**src/rtl/ssd_sniffer_if.sv**
```systemverilog
// Display-side bundle: scanner-driven anode/cathode lines plus the sniffer's recovered outputs.
interface ssd_sniffer_if;
  logic [3:0]  an;
  logic [6:0]  seg;
  logic [15:0] hex;
  logic [3:0]  valid;
  logic        frame_done;
  logic        err;

  modport master (
    output an,
    output seg,
    input  hex,
    input  valid,
    input  frame_done,
    input  err
  );

  modport slave (
    input  an,
    input  seg,
    output hex,
    output valid,
    output frame_done,
    output err
  );
endinterface

```
**src/rtl/ssd_sniffer.sv**
```systemverilog
// Seven-segment capture monitor: settles each digit slot, decodes it back to hex, tracks frames.
// Optional decimal-point capture is enabled by defining SSD_SNIFF_DP_EN.
module ssd_sniffer #(
  parameter int unsigned STABLE_CYCLES = 4
) (
  input  logic       clk,
  input  logic       rst_n,
`ifdef SSD_SNIFF_DP_EN
  input  logic       dp,
  output logic [3:0] dp_out,
`endif
  ssd_sniffer_if.slave bus
);

`ifdef SSD_SNIFF_DP_EN
  localparam int unsigned W = 12;
`else
  localparam int unsigned W = 11;
`endif
  localparam logic [7:0] CntLast = 8'(STABLE_CYCLES - 1);

  typedef enum logic {StSettle, StHold} state_e;

  state_e         state_q, state_d;
  logic [7:0]     cnt_q, cnt_d;
  logic [W-1:0]   raw, s1_q, s2_q, p_q;
  logic [15:0]    hex_q, hex_d;
  logic [3:0]     valid_q, valid_d, mask_q, mask_d, mask_next;
  logic           fd_q, fd_d, err_q, err_d;
  logic           capture;
  logic [3:0]     sel;
  logic           one_low;
  logic [1:0]     idx;
  logic [4:0]     dec;

`ifdef SSD_SNIFF_DP_EN
  logic [3:0] dp_out_q, dp_out_d;
  assign raw    = {dp, bus.an, bus.seg};
  assign dp_out = dp_out_q;
`else
  assign raw = {bus.an, bus.seg};
`endif

  // Returns {hit, value}; hit=0 for blank and unrecognized patterns.
  function automatic logic [4:0] decode(input logic [6:0] s);
    case (s)
      7'h40:   decode = {1'b1, 4'h0};
      7'h79:   decode = {1'b1, 4'h1};
      7'h24:   decode = {1'b1, 4'h2};
      7'h30:   decode = {1'b1, 4'h3};
      7'h19:   decode = {1'b1, 4'h4};
      7'h12:   decode = {1'b1, 4'h5};
      7'h02:   decode = {1'b1, 4'h6};
      7'h78:   decode = {1'b1, 4'h7};
      7'h00:   decode = {1'b1, 4'h8};
      7'h10:   decode = {1'b1, 4'h9};
      7'h08:   decode = {1'b1, 4'hA};
      7'h03:   decode = {1'b1, 4'hB};
      7'h46:   decode = {1'b1, 4'hC};
      7'h21:   decode = {1'b1, 4'hD};
      7'h06:   decode = {1'b1, 4'hE};
      7'h0E:   decode = {1'b1, 4'hF};
      default: decode = 5'b0;
    endcase
  endfunction

  always_comb begin
    state_d = state_q;
    cnt_d   = cnt_q;
    capture = 1'b0;
    // Any change in the compared lines restarts settling, whatever the state.
    if (s2_q != p_q) begin
      cnt_d   = 8'd0;
      state_d = StSettle;
    end else if (state_q == StSettle) begin
      if (cnt_q == CntLast) begin
        capture = 1'b1;
        state_d = StHold;
      end else begin
        cnt_d = cnt_q + 8'd1;
      end
    end
  end

  assign sel     = ~p_q[10:7];
  assign one_low = (sel != 4'd0) && ((sel & (sel - 4'd1)) == 4'd0);
  assign dec     = decode(p_q[6:0]);

  always_comb begin
    idx = 2'd0;
    unique case (sel)
      4'b0010: idx = 2'd1;
      4'b0100: idx = 2'd2;
      4'b1000: idx = 2'd3;
      default: idx = 2'd0;
    endcase
  end

  always_comb begin
    hex_d     = hex_q;
    valid_d   = valid_q;
    mask_d    = mask_q;
    mask_next = mask_q | sel;
    fd_d      = 1'b0;
    err_d     = 1'b0;
`ifdef SSD_SNIFF_DP_EN
    dp_out_d  = dp_out_q;
`endif
    if (capture && one_low) begin
      if (dec[4]) begin
        hex_d[{idx, 2'b00} +: 4] = dec[3:0];
        valid_d[idx]             = 1'b1;
      end else begin
        valid_d[idx] = 1'b0;
        err_d        = (p_q[6:0] != 7'h7F);
      end
      if (mask_next == 4'hF) begin
        fd_d   = 1'b1;
        mask_d = 4'd0;
      end else begin
        mask_d = mask_next;
      end
`ifdef SSD_SNIFF_DP_EN
      dp_out_d[idx] = ~p_q[11];
`endif
    end
  end

  always_ff @(posedge clk or negedge rst_n) begin
    if (!rst_n) begin
      state_q  <= StSettle;
      cnt_q    <= 8'd0;
      s1_q     <= '1;
      s2_q     <= '1;
      p_q      <= '1;
      hex_q    <= 16'd0;
      valid_q  <= 4'd0;
      mask_q   <= 4'd0;
      fd_q     <= 1'b0;
      err_q    <= 1'b0;
`ifdef SSD_SNIFF_DP_EN
      dp_out_q <= 4'd0;
`endif
    end else begin
      state_q  <= state_d;
      cnt_q    <= cnt_d;
      s1_q     <= raw;
      s2_q     <= s1_q;
      p_q      <= s2_q;
      hex_q    <= hex_d;
      valid_q  <= valid_d;
      mask_q   <= mask_d;
      fd_q     <= fd_d;
      err_q    <= err_d;
`ifdef SSD_SNIFF_DP_EN
      dp_out_q <= dp_out_d;
`endif
    end
  end

  assign bus.hex        = hex_q;
  assign bus.valid      = valid_q;
  assign bus.frame_done = fd_q;
  assign bus.err        = err_q;

endmodule
```
**src/flat_wrapper.sv**
```systemverilog
// flat-port wrapper written by rule: the top's interface ports become plain ports
module ssd_sniffer_flat 
#(
  parameter int unsigned STABLE_CYCLES = 4
)
  (clk, rst_n, bus_an, bus_seg, bus_hex, bus_valid, bus_frame_done, bus_err);
  ssd_sniffer_if bus_i ();
  input  logic clk;
  input  logic rst_n;
  input wire logic [$bits(bus_i.an)-1:0] bus_an;
  input wire logic [$bits(bus_i.seg)-1:0] bus_seg;
  output wire logic [$bits(bus_i.hex)-1:0] bus_hex;
  output wire logic [$bits(bus_i.valid)-1:0] bus_valid;
  output wire logic [$bits(bus_i.frame_done)-1:0] bus_frame_done;
  output wire logic [$bits(bus_i.err)-1:0] bus_err;
  assign bus_i.an = bus_an;
  assign bus_i.seg = bus_seg;
  assign bus_hex = bus_i.hex;
  assign bus_valid = bus_i.valid;
  assign bus_frame_done = bus_i.frame_done;
  assign bus_err = bus_i.err;
  ssd_sniffer #(.STABLE_CYCLES(STABLE_CYCLES)) u_core (.clk(clk), .rst_n(rst_n), .bus(bus_i));
endmodule
```
**config.mk**
```make
export PLATFORM = sky130hd
export DESIGN_NAME = ssd_sniffer_flat
export DESIGN_NICKNAME = d
export VERILOG_FILES = /design/src/rtl/ssd_sniffer_if.sv /design/src/rtl/ssd_sniffer.sv /design/src/flat_wrapper.sv
export SDC_FILE = /design/constraint.sdc
export NUM_CORES = 1
export LEC_CHECK = 0
export CORE_MARGIN = 1
export CORE_UTILIZATION = 50
export CTS_CLUSTER_SIZE = 20
export DETAILED_ROUTE_END_ITERATION = 10
export GPL_ROUTABILITY_DRIVEN = 0
export PLACE_DENSITY = 0.69
export SLEW_MARGIN = 10
export SYNTH_ARGS = -nofsm -noshare
export SYNTH_HDL_FRONTEND = slang
export SYNTH_SLANG_ARGS = --single-unit
export TNS_END_PERCENT = 20
```
**constraint.sdc**
```tcl
create_clock -name clk -period 6.2 [get_ports clk]
set_input_delay 1.55 -clock clk [delete_from_list [all_inputs] [get_ports clk]]
set_output_delay 1.55 -clock clk [all_outputs]
set_load 0.03 [all_outputs]
```
Word-level counts from Yosys, hierarchy flattened
Index checks and enable logic that the tools add are counted.
- memory bits (read-only): 0
- flip-flop bits (word level): 68
- input bits: 13
- RAM bits: 0
- memories: 0
- output and inout bits: 22
- logic and storage cells: 74
- bits in latches: 0
- $lt $le $gt $ge: 2
- shift operators: 2
- bitwise logic cells: 6
- mux-type cells: 19
- eq/ne operators: 24
- $mul: 0
- reductions and logical operators: 8
- add/subtract/negate cells: 3
- divide/modulo/power cells: 0
- operator list (kind ; count):
    $pmux 5 s16 ; 1
    $eq 7x7->1 const B ; 4
    $mux 8 ; 3
    $eq 7x5->1 const B ; 3
    $eq 7x6->1 const B ; 3
    $bwmux 16 ; 1
    $shift 4x6->16 const A ; 1
    $shiftx 4x6->16 ; 1
    $eq 7x2->1 const B ; 2
    $eq 7x4->1 const B ; 2
    $ne 11x11->1 ; 1
    $mux 1 ; 10
    $add 8x1->8 const B ; 1
    $and 4x4->4 ; 2
    $eq 4x4->1 const B ; 2
    $eq 8x2->1 const B ; 1
    $mux 4 ; 2
    $not 4->4 ; 2
    $or 4x4->4 ; 2
    $eq 7x3->1 const B ; 1
    $logic_not 7->1 ; 1
    $ne 7x7->1 const B ; 1
    $neg 4->6 ; 1
    $pmux 2 s3 ; 1
    other kinds (12) ; 15

Depth between registers and ports, before layout
Gate-level depths: netlist of the first run.
- depth after elaboration: 10
- mapped depth: 9
- gate-level depth less buffers: 8

Worst setup path after synthesis of the first run
Ideal clock, no wire load.
- path type: flip-flop to flip-flop
- from: register u_core.p_q[8]
- to: register u_core.hex_q[14], in the netlist u_core.bus.hex[14]
- library setup time: 0.125 ns
- path slack: 3.817 ns
- data arrival time: 2.258 ns
- required time: 6.075 ns
- stages on the path, launching flop included: 8
- cells stage by stage: dfstp_2 clkbuf_1 nand2_1 mux2i_1 or3_4 buf_6 a2111oi_4 mux2_4
- longest elaborated chain between the ends: 7
- RTL lines (what ; RTL line ; text):
    start, declared ; ssd_sniffer.sv:26 ; logic [W-1:0] raw, s1_q, s2_q, p_q;
    start signal, assigned ; ssd_sniffer.sv:149 ; p_q <= s2_q;
    parallel branches: the longest is 7 deep, another holds $neg 4->6 ; - ;
    end signal, assigned ; ssd_sniffer.sv:136 ; hex_q <= 16'd0;
    end signal, assigned ; ssd_sniffer.sv:150 ; hex_q <= hex_d;
    end, declared ; ssd_sniffer.sv:27 ; logic [15:0] hex_q, hex_d;
Several ways; the timed one is not identified.
A chain may end at the register's enable or synchronous reset.

==> results of run 1 <==
## where the power goes
| group | leakage, nW | internal, W | total, W | switching [W] |
|---|---|---|---|---|
| Combinational | 0.541 | 0.0000186 | 0.0000418 | 0.0000232 |
| Clock | 0.111 | 0.000236 | 0.000395 | 0.000160 |
| Sequential | 0.836 | 0.000464 | 0.000478 | 0.0000146 |
## synth_stat cells (4+ instances only)
cell type | instances | area (sq um)
nor3b_1 | 6 | 45.0
nor2_1 | 18 | 67.6
xor2_1 | 17 | 149
clkbuf_1 | 4 | 15.0
and3_1 | 4 | 25.0
dfrtp_1 | 35 | 876
o22ai_1 | 4 | 25.0
nand3_1 | 7 | 35.0
buf_2 | 7 | 35.0
a21oi_1 | 7 | 35.0
inv_1 | 24 | 90.1
nor3_1 | 7 | 35.0
or3_1 | 7 | 43.8
mux2i_1 | 12 | 120
ha_1 | 5 | 62.6
dfstp_2 | 33 | 867
nand2_1 | 11 | 41.3
o21ai_0 | 12 | 60.1
## layout by cell type (no fill, tap or decap), drive strengths merged, types with 4 or more instances in the layout
master	instances
o22ai	4
dfrtp	35
nor2	18
nor4	4
nor3b	6
or3	8
inv	25
dfstp	33
nor3	7
nand2	11
a2111oi	4
and3	4
a21oi	7
xor2	17
clkdlybuf4s50	33
o21ai	12
ha	5
clkbuf	14
nand3	8
mux2i	12
## stage by stage
stage,cells,hold slack [ns],setup WS (ns)
after global routing,384,0.362,3.18
after global placement,368,0.346,3.45
after floorplan,273,0.345,3.82
after detailed placement,368,0.347,3.42
after CTS,384,0.356,3.25
final,384,0.355,3.26
## metal layers
layer,part of all wire [%],vias to the layer above
met5,0,-
met4,2.2,0
met3,3.6,11
met2,48,53
met1,46,1026
li1,-,1004
## registers in the layout (all words and copies together) (netlist names), named ones only
register,flops
u_core.bus.err,1
u_core.bus.frame_done,1
u_core.bus.hex,16
u_core.cnt_q,8
u_core.mask_q,4
u_core.p_q,11
u_core.s1_q,11
u_core.s2_q,11
u_core.state_q,1
## final cells by class
class,instances,area [sq um]
Sequential cell,68,1740
Multi-Input combinational cell,166,1240
Tap cell,75,93.8
Timing Repair Buffer,35,343
Clock inverter,2,36.3
Clock buffer,14,185
Inverter,24,90.1
Fill cell,488,2260
## worst reg2reg max path, cell delays in order, from the launching register on
cell and delay, ns:
dfstp_2 0.68, xor2_1 0.11, nor4_1 0.34, nand3_2 0.51, a2111oi_4 0.71, mux2_4 0.34
## final timing paths
check | cells past startpoint | startpoint | to | slack [ns]
hold reg to reg | 0 | u_core.s1_q[6] | u_core.s2_q[6] | 0.36
hold / removal | 0 | u_core.s1_q[6] | u_core.s2_q[6] | 0.36
min in group asynchronous | 2 | rst_n | u_core.cnt_q[7] | 1.38
setup / recovery | 1 | flip-flop | bus_valid[1] | 3.26
max in group asynchronous | 2 | rst_n | u_core.mask_q[1] | 4.29
setup reg to reg | 5 | u_core.p_q[0] | u_core.bus.hex[10] | 3.41
## kinds of logic after synthesis
group	Yosys count	synth area share [%]
xor+xnor	19	5.28
compound gates	40	10.1
mux	15	5.24
buf+inv	39	5.36
flops	68	55.3
fa+ha+maj	5	1.99
simple gates	87	16.7
==> flow_summary_export.csv, run 1 <==
group,metric,value,unit
outcome,outcome,"complete, no violations",
timing,hold_viol,0,
global_routing,grt_pass1_wl,9230,microns
yosys,synth_nets,291,
cts,cts_tree,"built",
floorplan,dieHeight,81.4,microns
global_routing,overflow,0,
floorplan,coreArea,0.00599,sq mm
yosys,synth-seq-cells,68,
timing,fmax,340,MHz
pwr,leakage,1.49,nW
floorplan,rows,28,
floorplan,start_util,52.6,%
global_routing,grt_start_max_net_pins,69,
yosys,ys_seq_area_share,55.3,%
routing,dr.pass1.iters,4,
timing,period_needed,2.94,ns
cts,cts_buffer_depth,2,
routing,detail_route.drc_violations,0,
yosys,async_flop_share,100,%
floorplan,die-area,0.00662,sq mm
floorplan,ios,35,
cts,cts_made_buffers,9,
cts,clk_pin_slew,0.07,ns
yosys,ys_warn_count,0,
global_routing,grt.total_usage,19.1,%
layout,area_growth,18.4,%
place,dpl_cell_area,0.00351,sq mm
yosys,netlist_area,0.00315,sq mm
global_routing,grt_pass1_vias,1947,
run,maxCapViolCount,0,
hold_path,hold_class,"flip-flop to flip-flop",
critical_path,cpPeakStageDelay,0.68,ns
routing,routed_via_density,5.45,
cts,clkSinkCount,68,
cts,cts_max_level,3,
cts,ctsResizeCount,0,
layout,diodes,0,
critical_path,crit_family,"buffers and inverters",
timing,post-route-period-util,47.4,%
pwr,power_density,246,mW/mm^2
yosys,synth_edf_count,0,
yosys,avgSynthCellArea,11.5,sq um
critical_path,cp_max_fo,2,
global_routing,grt_use_met3,4.04,%
timing,final.setup.tns,0,ns
routing,drt_iter0_drc,92,
timing,tightest_slew,0.798,ns
pwr,max-vdd-ir-drop,0.000194,V
global_routing,use_met2,29.6,%
place,portBuffers,34,
critical_path,cp_slowest_cell,"clkdlybuf4s50_1",
global_routing,antenna_found_initial,0,
cts,clockRootBuffer,"clkbuf_8",
floorplan,die_x,81.4,microns
cts,clk_latency,0.34,ns
routing,detail_route.wl_per_cell,14.3,microns
timing,finalSetupViolations,0,
layout,finalNetCount,322,
critical_path,worstPathCellList,"clkdlybuf4s50_1",
routing,ant_nets,0,
timing,slew_violations,0,
routing,totalWireLength,5500,microns
timing,finalClockSkew,0.0122,ns
layout,drive_above_1_share,20.1,%
layout,postLayoutCoreUtil,62.2,%
timing,slew_headroom,46.8,%
global_routing,grt.busiest_layer,"met2",
timing,rsz0062_at_grt,"false",
critical_path,end_kind,"primary output",
critical_path,critPathBufInv,1,
critical_path,cp-start-kind,"flip-flop",
pwr,power,0.000915,W
yosys,ys.flop_type,"dfrtp_1",
yosys,ys_types,50,
yosys,synth_cells,273,
critical_path,arrival,1.39,ns
critical_path,criticalPathCategory,"flip-flop to primary output",
critical_path,required,4.65,ns
cts,holdBufCountCts,0,
global_routing,use_met1,24.9,%
routing,vias,2094,
layout,final_area,0.00373,sq mm
cts,cts_post_setup_buffers_inserted,0,
place,hpwl,3770,microns
No activity file was read; power rests on OpenSTA's default activity.
==> run 2, diff against run 1 <==
==> constraint.sdc (replaced) <==
create_clock -name clk -period 2.82 [get_ports clk]
set_input_delay 0.705 -clock clk [delete_from_list [all_inputs] [get_ports clk]]
set_output_delay 0.705 -clock clk [all_outputs]
set_load 0.03 [all_outputs]
==> run 2 against run 1 <==
Global-route usage down 0.12 points. Sequential power rose by 120%. Total power increased by 120%. Flip-flop and latch count did not move. Combinational power grew 130%.
==> flow_summary_export.csv, run 2 (synthesized netlist as in run 1, its figures left out) <==
group,metric,value,unit
outcome,outcome,"complete, no violations",
floorplan,die-area,0.00662,sq mm
critical_path,cp-start-kind,"flip-flop",
floorplan,die_x,81.4,microns
timing,fmax,398,MHz
timing,finalClockSkew,0.0118,ns
global_routing,antenna_found_initial,0,
layout,mostFrequentLayoutCell,"dfrtp_1",
timing,slew_violations,0,
floorplan,ios,35,
critical_path,end_kind,"flip-flop",
pwr,swShare,22.1,%
routing,detail_route.wl_per_cell,14.1,microns
layout,finalNetCount,326,
pwr,comb_power_share,4.7,%
cts,cts_max_level,3,
timing,slew_headroom,53.7,%
critical_path,cp_max_fo,14,
routing,dr.pass1.iters,4,
timing,period_needed,2.51,ns
routing,drt_iter0_drc,91,
global_routing,grt_pass1_vias,2003,
routing,ant_nets,0,
place,portBuffers,34,
pwr,power_density,539,mW/mm^2
routing,totalWireLength,5480,microns
pwr,p_clk_share,43.6,%
layout,postLayoutCoreUtil,63.1,%
pwr,max-vdd-ir-drop,0.000410,V
floorplan,rows,28,
global_routing,overflow,0,
cts,cts_made_buffers,9,
critical_path,worstPathCellList,"nor4bb_2 > a22oi_1 > and3_1 > a2111oi_4 > buf_4 > mux2i_1",
timing,finalSetupViolations,0,
layout,diodes,0,
floorplan,start_util,52.6,%
timing,final.setup.tns,0,ns
layout,largest_reg_flops,16,
pwr,power,0.00204,W
routing,routed_via_density,5.41,
cts,cts_buffer_depth,2,
floorplan,dieHeight,81.4,microns
timing,rsz0062_at_grt,"false",
routing,vias,2099,
hold_path,hold_class,"flip-flop to flip-flop",
critical_path,cp_slowest_cell,"dfstp_2",
timing,hold_viol,0,
critical_path,criticalPathCategory,"flip-flop to flip-flop",
cts,clk_pin_slew,0.08,ns
pwr,switchingPower,0.000449,W
critical_path,required,3.08,ns
pwr,intPower,0.00159,W
timing,tightest_slew,0.694,ns
cts,holdBufCountCts,0,
layout,mostFrequentLayoutCells,"dfrtp_1, clkdlybuf4s50_1, dfstp_2",
critical_path,cpPeakStageDelay,0.66,ns
cts,clkSinkCount,68,
layout,drive_above_1_share,22.0,%
cts,clk_latency,0.34,ns
place,hpwl,3890,microns
floorplan,coreArea,0.00599,sq mm
global_routing,grt_start_max_net_pins,39,
layout,area_growth,20.1,%
timing,hold_slack,0.352,ns
place,placedCellCount,372,
layout,instances_no_fill,388,
pwr,leakage,1.51,nW
pwr,p_seq_share,51.6,%
global_routing,grt_pass1_wl,9290,microns
global_routing,grt.total_usage,19.0,%
cts,cts_tree,"built",
critical_path,arrival,2.78,ns
run,maxCapViolCount,0,
timing,post-route-period-util,89.1,%
routing,detail_route.drc_violations,0,
cts,clockRootBuffer,"clkbuf_8",
[run 2: changes by cell type in the layout (fill, tap and decap cells not counted)]
cell and change:
buf_4 +3, clkbuf_16 -2, bufinv_16 +1, nor4bb_1 -1, clkinv_4 +2, clkbuf_1 -2
buf_12 +1, nor4bb_2 +1, clkinvlp_4 +1, clkbuf_8 +1, inv_4 -1
[run 2: cell type report]
class                           count  area [sq um]
Clock inverter                      5          85.1
Clock buffer                       11           141
Inverter                           24          90.1
Tap cell                           75          93.8
Multi-Input combinational cell    166          1240
Fill cell                         498          2210
Sequential cell                    68          1740
Timing Repair Buffer               39           385
[run 2: critical path: cells and delay by family, from the launching register on]
kind            cells  cell delay (ns)
simple gates        2             0.81
buf+inv             1             0.21
mux                 1             0.19
flops               1             0.66
compound gates      2             0.58
[run 2: layer usage]
metal / part of all wire [%] / routed length [microns] / vias to the layer above / GRT usage, %
li1: - / - / 1013 / -
met1: 48 / 2630 / 1027 / 24.5
met2: 46 / 2540 / 47 / 29.2
met3: 3.9 / 214 / 12 / 4.49
met4: 1.9 / 105 / 0 / 10.9
met5: 0 / 0 / - / 0
[run 2: final timing paths]
check	endpoint	startpoint	slack [ns]	depth (start not counted)
min in group asynchronous	u_core.bus.hex[13]	rst_n	0.40	1
setup reg to reg	u_core.bus.hex[5]	u_core.p_q[1]	0.31	6
hold / removal	u_core.s2_q[5]	u_core.s1_q[5]	0.35	0
hold reg to reg	u_core.s2_q[5]	u_core.s1_q[5]	0.35	0
setup / recovery	u_core.bus.hex[5]	u_core.p_q[1]	0.31	6
max in group asynchronous	u_core.s2_q[9]	rst_n	1.71	2
[run 2: per-stage QoR]
step           cell area [sq um]  setup WS, ns
4_1_cts                     3780         0.220
6_report                    3780         0.307
5_1_grt                     3780         0.105
2_1_floorplan               3150         0.437
3_5_place_dp                3550         0.229
3_3_place_gp                3550         0.276
[run 2: what timing repair did]
item                                   4_1_cts  5_1_grt
gates resized for setup                      0        1
setup endpoints to repair                    0        4
setup buffers                                0        0
endpoints found under the hold margin        0        0
[run 2: power by group through the flow]
stage               Sequential (W)  Clock [W]  Combinational, W
global placement           0.00107          0         0.0000957
floorplan                  0.00105          0         0.0000679
CTS                        0.00105   0.000918         0.0000981
detailed placement         0.00107          0         0.0000979
finish                     0.00105   0.000889         0.0000962
global route               0.00106   0.000958          0.000109
